<file path="config.mk">
export PLATFORM = sky130hd
export DESIGN_NAME = cmd_write_mesh
export DESIGN_NICKNAME = d
export VERILOG_FILES = /design/src/rtl/cmd_write_mesh.sv
export SDC_FILE = /design/constraint.sdc
export NUM_CORES = 1
export LEC_CHECK = 0
export ABC_AREA = 1
export CORE_UTILIZATION = 50
export CTS_CLUSTER_DIAMETER = 30
export CTS_CLUSTER_SIZE = 25
export DETAILED_ROUTE_END_ITERATION = 12
export PLACE_DENSITY = 0.82
export SLEW_MARGIN = 0
export SYNTH_ARGS = -nofsm -noshare
export SYNTH_HDL_FRONTEND = slang
export SYNTH_SLANG_ARGS = --single-unit
</file>
<file path="constraint.sdc">
create_clock -name CLK -period 13.1 [get_ports CLK]
set_clock_uncertainty 0.05 [all_clocks]
set_input_delay 1.965 -clock CLK [delete_from_list [all_inputs] [get_ports CLK]]
set_output_delay 1.965 -clock CLK [all_outputs]
set_load 0.03 [all_outputs]
</file>
<file path="src/rtl/cmd_write_mesh.sv">
// cmd_write_mesh: loads one vertex or edge RAM word per accepted write frame.
// Frame bytes: addr hi, addr lo, then N data bytes MSB first.
// The word is committed after frame_ok, and only while the draw engine is idle.
//
// Ports:
//   CLK, rst_n           clock; asynchronous active-low reset
//   cmd_valid/opcode     start of frame and its opcode (0x04 vertex, 0x05 edge)
//   byte_valid/data      payload byte stream
//   frame_ok/abort       end of frame: good CRC / rejected
//   draw_busy            draw engine busy; holds the RAM write off
//   *_VERTEX, *_EDGE     RAM write ports (ADDR, DIN, WE)
//   BUSY, DONE, ERR      frame in progress, write pulse, reject pulse
module cmd_write_mesh #(
    parameter int DEPTH     = 1024,
    parameter int DW_VERTEX = 64,
    parameter int DW_EDGE   = 48,
    localparam int ADDR_W   = $clog2(DEPTH)
) (
    input  logic                 CLK,
    input  logic                 rst_n,
    input  logic                 cmd_valid,
    input  logic [7:0]           cmd_opcode,
    input  logic                 byte_valid,
    input  logic [7:0]           byte_data,
    input  logic                 frame_ok,
    input  logic                 frame_abort,
    input  logic                 draw_busy,
    output logic [ADDR_W-1:0]    ADDR_VERTEX,
    output logic [DW_VERTEX-1:0] DIN_VERTEX,
    output logic                 WE_VERTEX,
    output logic [ADDR_W-1:0]    ADDR_EDGE,
    output logic [DW_EDGE-1:0]   DIN_EDGE,
    output logic                 WE_EDGE,
    output logic                 BUSY,
    output logic                 DONE,
    output logic                 ERR
);

    localparam int NV   = DW_VERTEX / 8;
    localparam int NE   = DW_EDGE / 8;
    localparam int NMAX = (NV > NE) ? NV : NE;
    localparam int DMAX = NMAX * 8;
    localparam int CW   = $clog2(NMAX + 1);

    typedef enum logic [2:0] {
        S_IDLE,
        S_ADDR_HI,
        S_ADDR_LO,
        S_DATA,
        S_WAIT_CRC,
        S_COMMIT,
        S_REJECT
    } state_t;

    state_t state;
    state_t state_nx;

    logic [1:0]           rst_sync;
    logic                 rst_sync_n;
    logic                 is_edge;
    logic [15:0]          addr_r;
    logic [DMAX-1:0]      data_r;
    logic [CW-1:0]        cnt;
    logic [ADDR_W-1:0]    hold_addr_v;
    logic [DW_VERTEX-1:0] hold_din_v;
    logic [ADDR_W-1:0]    hold_addr_e;
    logic [DW_EDGE-1:0]   hold_din_e;

    logic ld_type;
    logic ld_hi;
    logic ld_lo;
    logic shift;
    logic we_v;
    logic we_e;
    logic addr_ok;
    logic op_write;

    // Reset asserts asynchronously, releases on a clock edge.
    always_ff @(posedge CLK or negedge rst_n) begin
        if (!rst_n) begin
            rst_sync <= 2'b00;
        end else begin
            rst_sync <= {rst_sync[0], 1'b1};
        end
    end

    assign rst_sync_n = rst_sync[1];

    assign addr_ok  = {16'd0, addr_r} < 32'(DEPTH);
    assign op_write = (cmd_opcode == 8'h04) || (cmd_opcode == 8'h05);

    always_ff @(posedge CLK or negedge rst_sync_n) begin
        if (!rst_sync_n) begin
            state <= S_IDLE;
        end else begin
            state <= state_nx;
        end
    end

    always_comb begin
        state_nx = state;
        ld_type  = 1'b0;
        ld_hi    = 1'b0;
        ld_lo    = 1'b0;
        shift    = 1'b0;
        we_v     = 1'b0;
        we_e     = 1'b0;
        unique case (state)
            S_IDLE: begin
                if (cmd_valid && op_write) begin
                    ld_type  = 1'b1;
                    state_nx = S_ADDR_HI;
                end
            end
            S_ADDR_HI: begin
                if (frame_abort || frame_ok) begin
                    state_nx = S_REJECT;
                end else if (byte_valid) begin
                    ld_hi    = 1'b1;
                    state_nx = S_ADDR_LO;
                end
            end
            S_ADDR_LO: begin
                if (frame_abort || frame_ok) begin
                    state_nx = S_REJECT;
                end else if (byte_valid) begin
                    ld_lo    = 1'b1;
                    state_nx = S_DATA;
                end
            end
            S_DATA: begin
                if (frame_abort || frame_ok) begin
                    state_nx = S_REJECT;
                end else if (byte_valid) begin
                    shift = 1'b1;
                    if (cnt == '0) begin
                        state_nx = S_WAIT_CRC;
                    end
                end
            end
            S_WAIT_CRC: begin
                if (frame_abort) begin
                    state_nx = S_REJECT;
                end else if (frame_ok) begin
                    // Out-of-range addresses are rejected, never clamped.
                    state_nx = addr_ok ? S_COMMIT : S_REJECT;
                end else if (byte_valid) begin
                    state_nx = S_REJECT;
                end
            end
            S_COMMIT: begin
                if (frame_abort) begin
                    state_nx = S_REJECT;
                end else if (!draw_busy) begin
                    we_v     = !is_edge;
                    we_e     = is_edge;
                    state_nx = S_IDLE;
                end
            end
            S_REJECT: begin
                state_nx = S_IDLE;
            end
            default: begin
                state_nx = S_IDLE;
            end
        endcase
    end

    always_ff @(posedge CLK or negedge rst_sync_n) begin
        if (!rst_sync_n) begin
            is_edge <= 1'b0;
            addr_r  <= '0;
            data_r  <= '0;
            cnt     <= '0;
        end else if (state_nx == S_IDLE) begin
            addr_r <= '0;
            data_r <= '0;
            cnt    <= '0;
        end else begin
            if (ld_type) begin
                is_edge <= (cmd_opcode == 8'h05);
            end
            if (ld_hi) begin
                addr_r[15:8] <= byte_data;
            end
            if (ld_lo) begin
                addr_r[7:0] <= byte_data;
                cnt <= is_edge ? CW'(NE - 1) : CW'(NV - 1);
            end
            if (shift) begin
                data_r <= (data_r << 8) | DMAX'(byte_data);
                cnt    <= cnt - CW'(1);
            end
        end
    end

    // Each RAM port keeps its last written address/data between writes.
    always_ff @(posedge CLK or negedge rst_sync_n) begin
        if (!rst_sync_n) begin
            hold_addr_v <= '0;
            hold_din_v  <= '0;
            hold_addr_e <= '0;
            hold_din_e  <= '0;
        end else begin
            if (we_v) begin
                hold_addr_v <= addr_r[ADDR_W-1:0];
                hold_din_v  <= data_r[DW_VERTEX-1:0];
            end
            if (we_e) begin
                hold_addr_e <= addr_r[ADDR_W-1:0];
                hold_din_e  <= data_r[DW_EDGE-1:0];
            end
        end
    end

    assign ADDR_VERTEX = we_v ? addr_r[ADDR_W-1:0] : hold_addr_v;
    assign DIN_VERTEX  = we_v ? data_r[DW_VERTEX-1:0] : hold_din_v;
    assign WE_VERTEX   = we_v;
    assign ADDR_EDGE   = we_e ? addr_r[ADDR_W-1:0] : hold_addr_e;
    assign DIN_EDGE    = we_e ? data_r[DW_EDGE-1:0] : hold_din_e;
    assign WE_EDGE     = we_e;
    assign BUSY        = (state != S_IDLE);
    assign DONE        = we_v | we_e;
    assign ERR         = (state == S_REJECT);

endmodule
</file>
==> flow_metrics.env <==
export IMPL_cp_arrival_ps=5130
export IMPL_syn_area_sq_um=8820
export IMPL_fmax_ghz=0.140
export IMPL_avgViaCountPerCell=5.15
export IMPL_wirelength_um=21800
export IMPL_syn_avg_cell_area_sq_um=9.08
export IMPL_fillCellCount=1294
export IMPL_grt_overflow_total=0
export IMPL_ctsResizeCount=0
export IMPL_yosysUniqueCellTypes=26
export IMPL_grt_total_usage_pct=25.1
export IMPL_fp_dieH_um=135
export IMPL_synth_nets=995
export IMPL_power_density_nw_per_um2=171
export IMPL_critPathMaxFanout=86
export IMPL_route_detailed_drc=0
export IMPL_cts_root_buffer="clkbuf_16"
export IMPL_wl_per_cell_um=15.8
export IMPL_initial_utilization_pct=51.1
export IMPL_ys_ff_latch=222
export IMPL_yosysSeqAreaShare_pct=63.0
export IMPL_drive_gt1_share_pct=8.12
export IMPL_layout_nets=1148
export IMPL_htreeDepth=2
export IMPL_drt_iter0_drc=492
export IMPL_port_buffers=159
export IMPL_cp_start_kind="input port"
export IMPL_p_leak_nw=5.36
export IMPL_gp_congestion=0.901
export IMPL_maxSlewViolCount=0
export IMPL_die_area_sq_um=18200
export IMPL_dr_total_vias=7112
export IMPL_antenna_cells=0
export IMPL_status="finished clean"
export IMPL_grt_pass1_vias=7002
export IMPL_fin_util_pct=69.3
export IMPL_grt_max_degree=118
export IMPL_core_area_sq_um=17200
export IMPL_holdPathStages=0
export IMPL_maxCapViolations=0
export IMPL_required_ps=11090
export IMPL_numCtsBuffers=42
export IMPL_postRouteAntennaNets=0
export IMPL_hp_class="reg2reg"
export IMPL_end_kind="output pin"
export IMPL_reg2reg_depth=8
export IMPL_path_class="in2out"
export IMPL_hold_viol_final=0
export IMPL_cts_hold_buf=0
export IMPL_finalCritPeriodShare_pct=54.6
export IMPL_area_growth_pct=35.5
export IMPL_fin_setup_tns_ps=0
export IMPL_grt_pass1_wl_um=36000
export IMPL_finalSetupViolCount=0
export IMPL_rows=48
export IMPL_rsz0062_at_grt="false"
export IMPL_slew_headroom_pct=27.1
export IMPL_period_minus_slack_ps=7150
export IMPL_yosysWarnings=0
export IMPL_vdd_ir_drop_max_v=0.000120
export IMPL_cts_buffer_depth=3
export IMPL_clk_latency_ps=510
export IMPL_first_pass_iters=6
export IMPL_clk_pin_slew_ps=40
export IMPL_num_io_pins=160
export IMPL_synthCells=971
export IMPL_dp_hpwl_um=13700
export IMPL_post_cts_setup_buffers=0
export IMPL_cts_sink_count=222
export IMPL_die_x_um=135
export IMPL_tightest_slew_ps=1090
export IMPL_cts_tree="built"
export IMPL_antenna_found_initial=0
## per-layer routing
layer | GRT usage, % | routed length [um] | vias up | share of wire, %
met5 | 0 | 0 | - | 0
li1 | - | - | 3408 | -
met3 | 5.97 | 1460 | 37 | 6.7
met4 | 7.12 | 386 | 0 | 1.8
met1 | 34.0 | 9390 | 3431 | 43
met2 | 40.5 | 10500 | 236 | 48
## Yosys cell counts
library cell	instances	area [sq um]
nor2_2	4	25.0
conb_1	1	3.75
inv_2	5	18.8
buf_2	23	115
clkbuf_1	21	78.8
nor3_1	2	10.0
and2_0	1	6.26
buf_1	5	18.8
buf_4	1	7.51
nand4_1	4	25.0
nor3_2	1	10.0
nand2_1	197	739
xor2_1	1	8.76
inv_1	84	315
a21oi_1	64	320
nand2_4	2	22.5
dfrtp_1	222	5560
buf_6	4	45.0
ha_1	1	12.5
o21ai_0	129	646
nand2_2	1	6.26
nor2_1	137	514
nand3_1	58	290
nand3_2	1	10.0
clkinv_1	1	3.75
o21a_1	1	7.51
## critical path, cell delays in order
cell and delay (ps):
clkdlybuf4s50_1 550, nor3_2 440, nand2_4 390, buf_4 490, o21ai_0 490, clkdlybuf4s50_1 760
## state kept, by name (all words and copies together) (netlist names)
name         flops
addr_r          16
hold_addr_e     10
is_edge          1
hold_addr_v     10
rst_sync         2
hold_din_v      64
data_r          64
hold_din_e      48
cnt              4
state            3
## placed cells by master (no fill, tap or decap), types with 7 or more instances in the layout
cell type,n
a21oi_1,64
nand3_1,58
clkbuf_16,43
nand2_1,194
dfrtp_1,221
nor2_1,137
o21ai_0,129
inv_1,84
clkbuf_8,8
clkinvlp_4,7
clkdlybuf4s50_1,159
## cell type report
type                            count  area (sq um)  area share (%)
Sequential cell                   222          5560            46.5
Timing Repair Buffer              163          1620            13.6
Clock buffer                       56          1200            10.1
Inverter                           90           338            2.83
Tap cell                          225           282            2.36
Multi-Input combinational cell    605          2680            22.4
Clock inverter                     21           263            2.20
## per-stage QoR
| step | power [mW] | instances | cell area [sq um] | hold WS (ps) | setup WS (ps) |
|---|---|---|---|---|---|
| floorplan | 0.935 | 971 | 8820 | 281 | 6410 |
| global placement | 0.962 | 1305 | 10500 | 289 | 6070 |
| detailed placement | 0.964 | 1305 | 10500 | 292 | 6000 |
| CTS | 2.06 | 1382 | 11900 | 302 | 5980 |
| global route | 2.13 | 1382 | 11900 | 322 | 5810 |
| finish | 2.05 | 1382 | 11900 | 300 | 5950 |
## path summary, 6_finish.rpt
kind,from,end,slack (ps)
hold reg to reg,rst_sync[0],rst_sync[1],300
min in group asynchronous,rst_sync[1],data_r[56],430
max in group asynchronous,rst_sync[1],data_r[29],11000
setup / recovery,frame_abort,DIN_VERTEX[44],5950
setup reg to reg,state[0],data_r[30],10250
hold / removal,rst_sync[0],rst_sync[1],300
## logic make-up (layout without fill, tap and decap cells)
logic type | count (synthesis) | count (layout) | share of synthesized area, %
AOI/OAI and AO/OA | 194 | 194 | 11.0
xor gates and xnor gates | 1 | 1 | 0.0994
adders and majority gates | 1 | 1 | 0.142
buffers and inverters | 144 | 330 | 6.84
DFF | 222 | 222 | 63.0
other | 1 | 1 | 0.0425
and+or+nand+nor | 408 | 408 | 18.8
## power breakdown
group / total (mW) / leakage [nW] / switching [mW] / internal, mW
logic: 0.235 / 1.56 / 0.185 / 0.0498
registers: 0.722 / 3.09 / 0.0198 / 0.702
clock network: 1.09 / 0.702 / 0.346 / 0.744
Note: power is estimated with default switching activity, not from simulation.
==> patch, RTL diff (same settings) <==
Register the output `DIN_EDGE`, with the module's reset; this adds one clock of latency there. The other outputs are not delayed to match.
--- a/src/rtl/cmd_write_mesh.sv
+++ b/src/rtl/cmd_write_mesh.sv
@@ -218,5 +218,11 @@
     assign WE_VERTEX   = we_v;
     assign ADDR_EDGE   = we_e ? addr_r[ADDR_W-1:0] : hold_addr_e;
-    assign DIN_EDGE    = we_e ? data_r[DW_EDGE-1:0] : hold_din_e;
+    always_ff @(posedge CLK or negedge rst_n) begin
+        if (!rst_n) begin
+            DIN_EDGE <= '0;
+        end else begin
+            DIN_EDGE <= we_e ? data_r[DW_EDGE-1:0] : hold_din_e;
+        end
+    end
     assign WE_EDGE     = we_e;
     assign BUSY        = (state != S_IDLE);
Function: no difference found for any inputs over 10 cycles, from zero or initial values and one cycle with rst_n low; that may be too few to reach the edited logic, so the function may still have changed.
==> patch against the original RTL <==
Sequential power grew 21%. Cell area grew 12%. Register-to-register slack lost 910 ps. Global-route usage shrank 0.48 points. Synthesized area grew 14%. Utilization is 0.65 points lower. Setup slack better by 42 ps. Total power increased by 15%. Sequential cell count is 48 higher. Fmax grew 0.59%. Wire length increased by 10%. Worst hold slack worse by 3.1 ps. Critical path type unchanged. Largest cell class unchanged.
==> patch: results (changes against the original RTL) <==
- Syn Area/Cell: 9.817 um2 (was 9.079 um2)
- Setup WS pre-CTS: 6021 ps (was 6003 ps)
- Share of layout cells above drive strength 1: 8.436% (was 8.124%)
- Layout Cells excl Fill: 1,486 (was 1,382)
- # diodes: 0 (unchanged)
- Wire length on met2: 11,800 um (was 10,540 um)
- PortBufs: 159 (unchanged)
- Global placement routability congestion: 0.8747 (was 0.9006)
- Syn Nets: 1,044 (was 995)
- Status: finished clean (unchanged)
- Total CTS buffers: 48 (was 42)
- Met3 wire len: 1645 um (was 1461 um)
- Clk buf depth: 3 (unchanged)
- Slowest stage delay, CP: 740 ps (was 760 ps)
- Max Used Layer: met4 (unchanged)
- Yosys Warn Count: 0 (unchanged)
- DRT met1 WL: 9996 um (was 9392 um)
- Cells after DPL: 1,397 (was 1,305)
- Drt pass-1 iters: 5 (was 6)
- GRT Total Usage: 24.65% (was 25.14%)
- Area after DPL: 11,730 um2 (was 10,480 um2)
- Post-DR wirelength/cell: 16.14 um (was 15.76 um)
- Post-CTS Setup Bufs: 0 (unchanged)
- Commonest cells post-synth: 270 x dfrtp_1, 199 x nand2_1, 141 x nor2_1, 129 x o21ai_0, 86 x inv_1 (was 222 x dfrtp_1, 197 x nand2_1, 137 x nor2_1, 129 x o21ai_0, 84 x inv_1)
- Fin util: 68.67% (was 69.32%)
- Maximum fanout along the worst path: 103 (was 86)
- Regs by FF count: data_r: 64 flops, hold_din_v: 64 flops (was data_r: 64 flops, hold_din_v: 64 flops, hold_din_e: 48 flops)
- Root buffer cell: clkbuf_16 (unchanged)
- Gr ovfl total: 0 (unchanged)
- Sequential area share after synthesis: 67.47% (was 63.01%)
- Placed wire-length estimate: 14,700 um (was 13,750 um)
- Worst Hold Class: flop to flop (unchanged)
- Slowest cell on crit path: buf_4 (was clkdlybuf4s50_1)
- Initial DRC Count: 552 (was 492)
- Via-to-Cell Ratio: 5.043 (was 5.146)
- Worst IR Drop VDD: 0.1397 mV (was 0.1200 mV)
- Fillers: 1,447 (was 1,294)
- Largest net degree at the start of global routing: 118 (unchanged)
- Area contributors post-synth: dfrtp_1 67%, nand2_1 7.5%, o21ai_0 6.4%, nor2_1 5.3%, inv_1 3.2% (was dfrtp_1 63%, nand2_1 8.4%, o21ai_0 7.3%, nor2_1 5.8%, a21oi_1 3.6%)
- Initial antenna violation count: 0 (unchanged)
- Post-synth ARST share: 100.0% (unchanged)
- CTS clock-pin slew for the worst setup and hold paths: 50 ps
- Family with the most delay on the worst path: buffers and inverters (unchanged)
- Worst-margin pin slew: 1106 ps (was 1094 ps)
- First-pass GRT wire length: 39,080 um (was 36,050 um)
- Nets: 1,206 (was 1,148)
- Clock latency at the later pin of the worst-skew pair: 530 ps (was 510 ps)
- Vias in the first global route: 7,562 (was 7,002)
- H-tree lvl count: 2 (unchanged)
- Post_cts resized: 0 (unchanged)
- TNS Setup: 0 ps (unchanged)
- Worst EP arrival: 5090 ps (was 5130 ps)
- Leakage: 6.251 nW (was 5.359 nW)
- Synth unique cells: 28 (was 26)
- Number of enable flip-flop cells after synthesis: 0 (unchanged)
==> patch: cell count changes after synthesis, moves of 3 or more <==
cell,unedited run,this run
clkbuf_1,21,15
nand4_1,4,1
nor2_1,137,141
dfrtp_1,222,270
nor2_2,4,1
buf_1,5,1
buf_2,23,32
==> patch: cell type report <==
class | instances | area, um2 | area share [%]
Clock buffer | 66 | 1389 | 10.36
Clock inverter | 23 | 289.0 | 2.156
Inverter | 93 | 349.1 | 2.604
Multi-Input combinational cell | 604 | 2658 | 19.82
Sequential cell | 270 | 6760 | 50.42
Tap cell | 265 | 331.6 | 2.473
Timing Repair Buffer | 165 | 1632 | 12.17
==> patch: where the power goes <==
part | internal, W | switching [W]
Combinational | 0.0000476 | 0.000176
Clock | 0.000825 | 0.000421
Sequential | 0.000852 | 0.0000211
Total | 0.00172 | 0.000618
==> patch: worst paths after layout <==
path | from | to | slack (ps) | cells past startpoint
max in group asynchronous | rst_n | rst_sync[1] | 10870 | 2
worst min register to register | rst_sync[0] | rst_sync[1] | 300 | 0
min in group asynchronous | rst_sync[1] | hold_din_v[2] | 490 | 0
worst max-delay path | frame_abort | DIN_VERTEX[56] | 5990 | 8
worst max register to register | state[2] | data_r[17] | 9340 | 11
worst min-delay path | rst_sync[0] | rst_sync[1] | 300 | 0
==> patch: metal layers <==
layer | vias to the layer above | GRT usage [%]
li1 | 3570 | -
met1 | 3619 | 32.09
met2 | 255 | 40.57
met3 | 50 | 6.065
met4 | 0 | 8.231
met5 | - | 0
==> patch: cell families after synthesis <==
kind of cell             share of synthesized area, %
AND/OR/NAND/NOR                                 16.39
flip-flops                                      67.47
AO/OA/AOI/OAI                                   9.834
buffers and inverters                           6.135
adder cells (fa/ha/maj)                        0.1249
other                                         0.03745
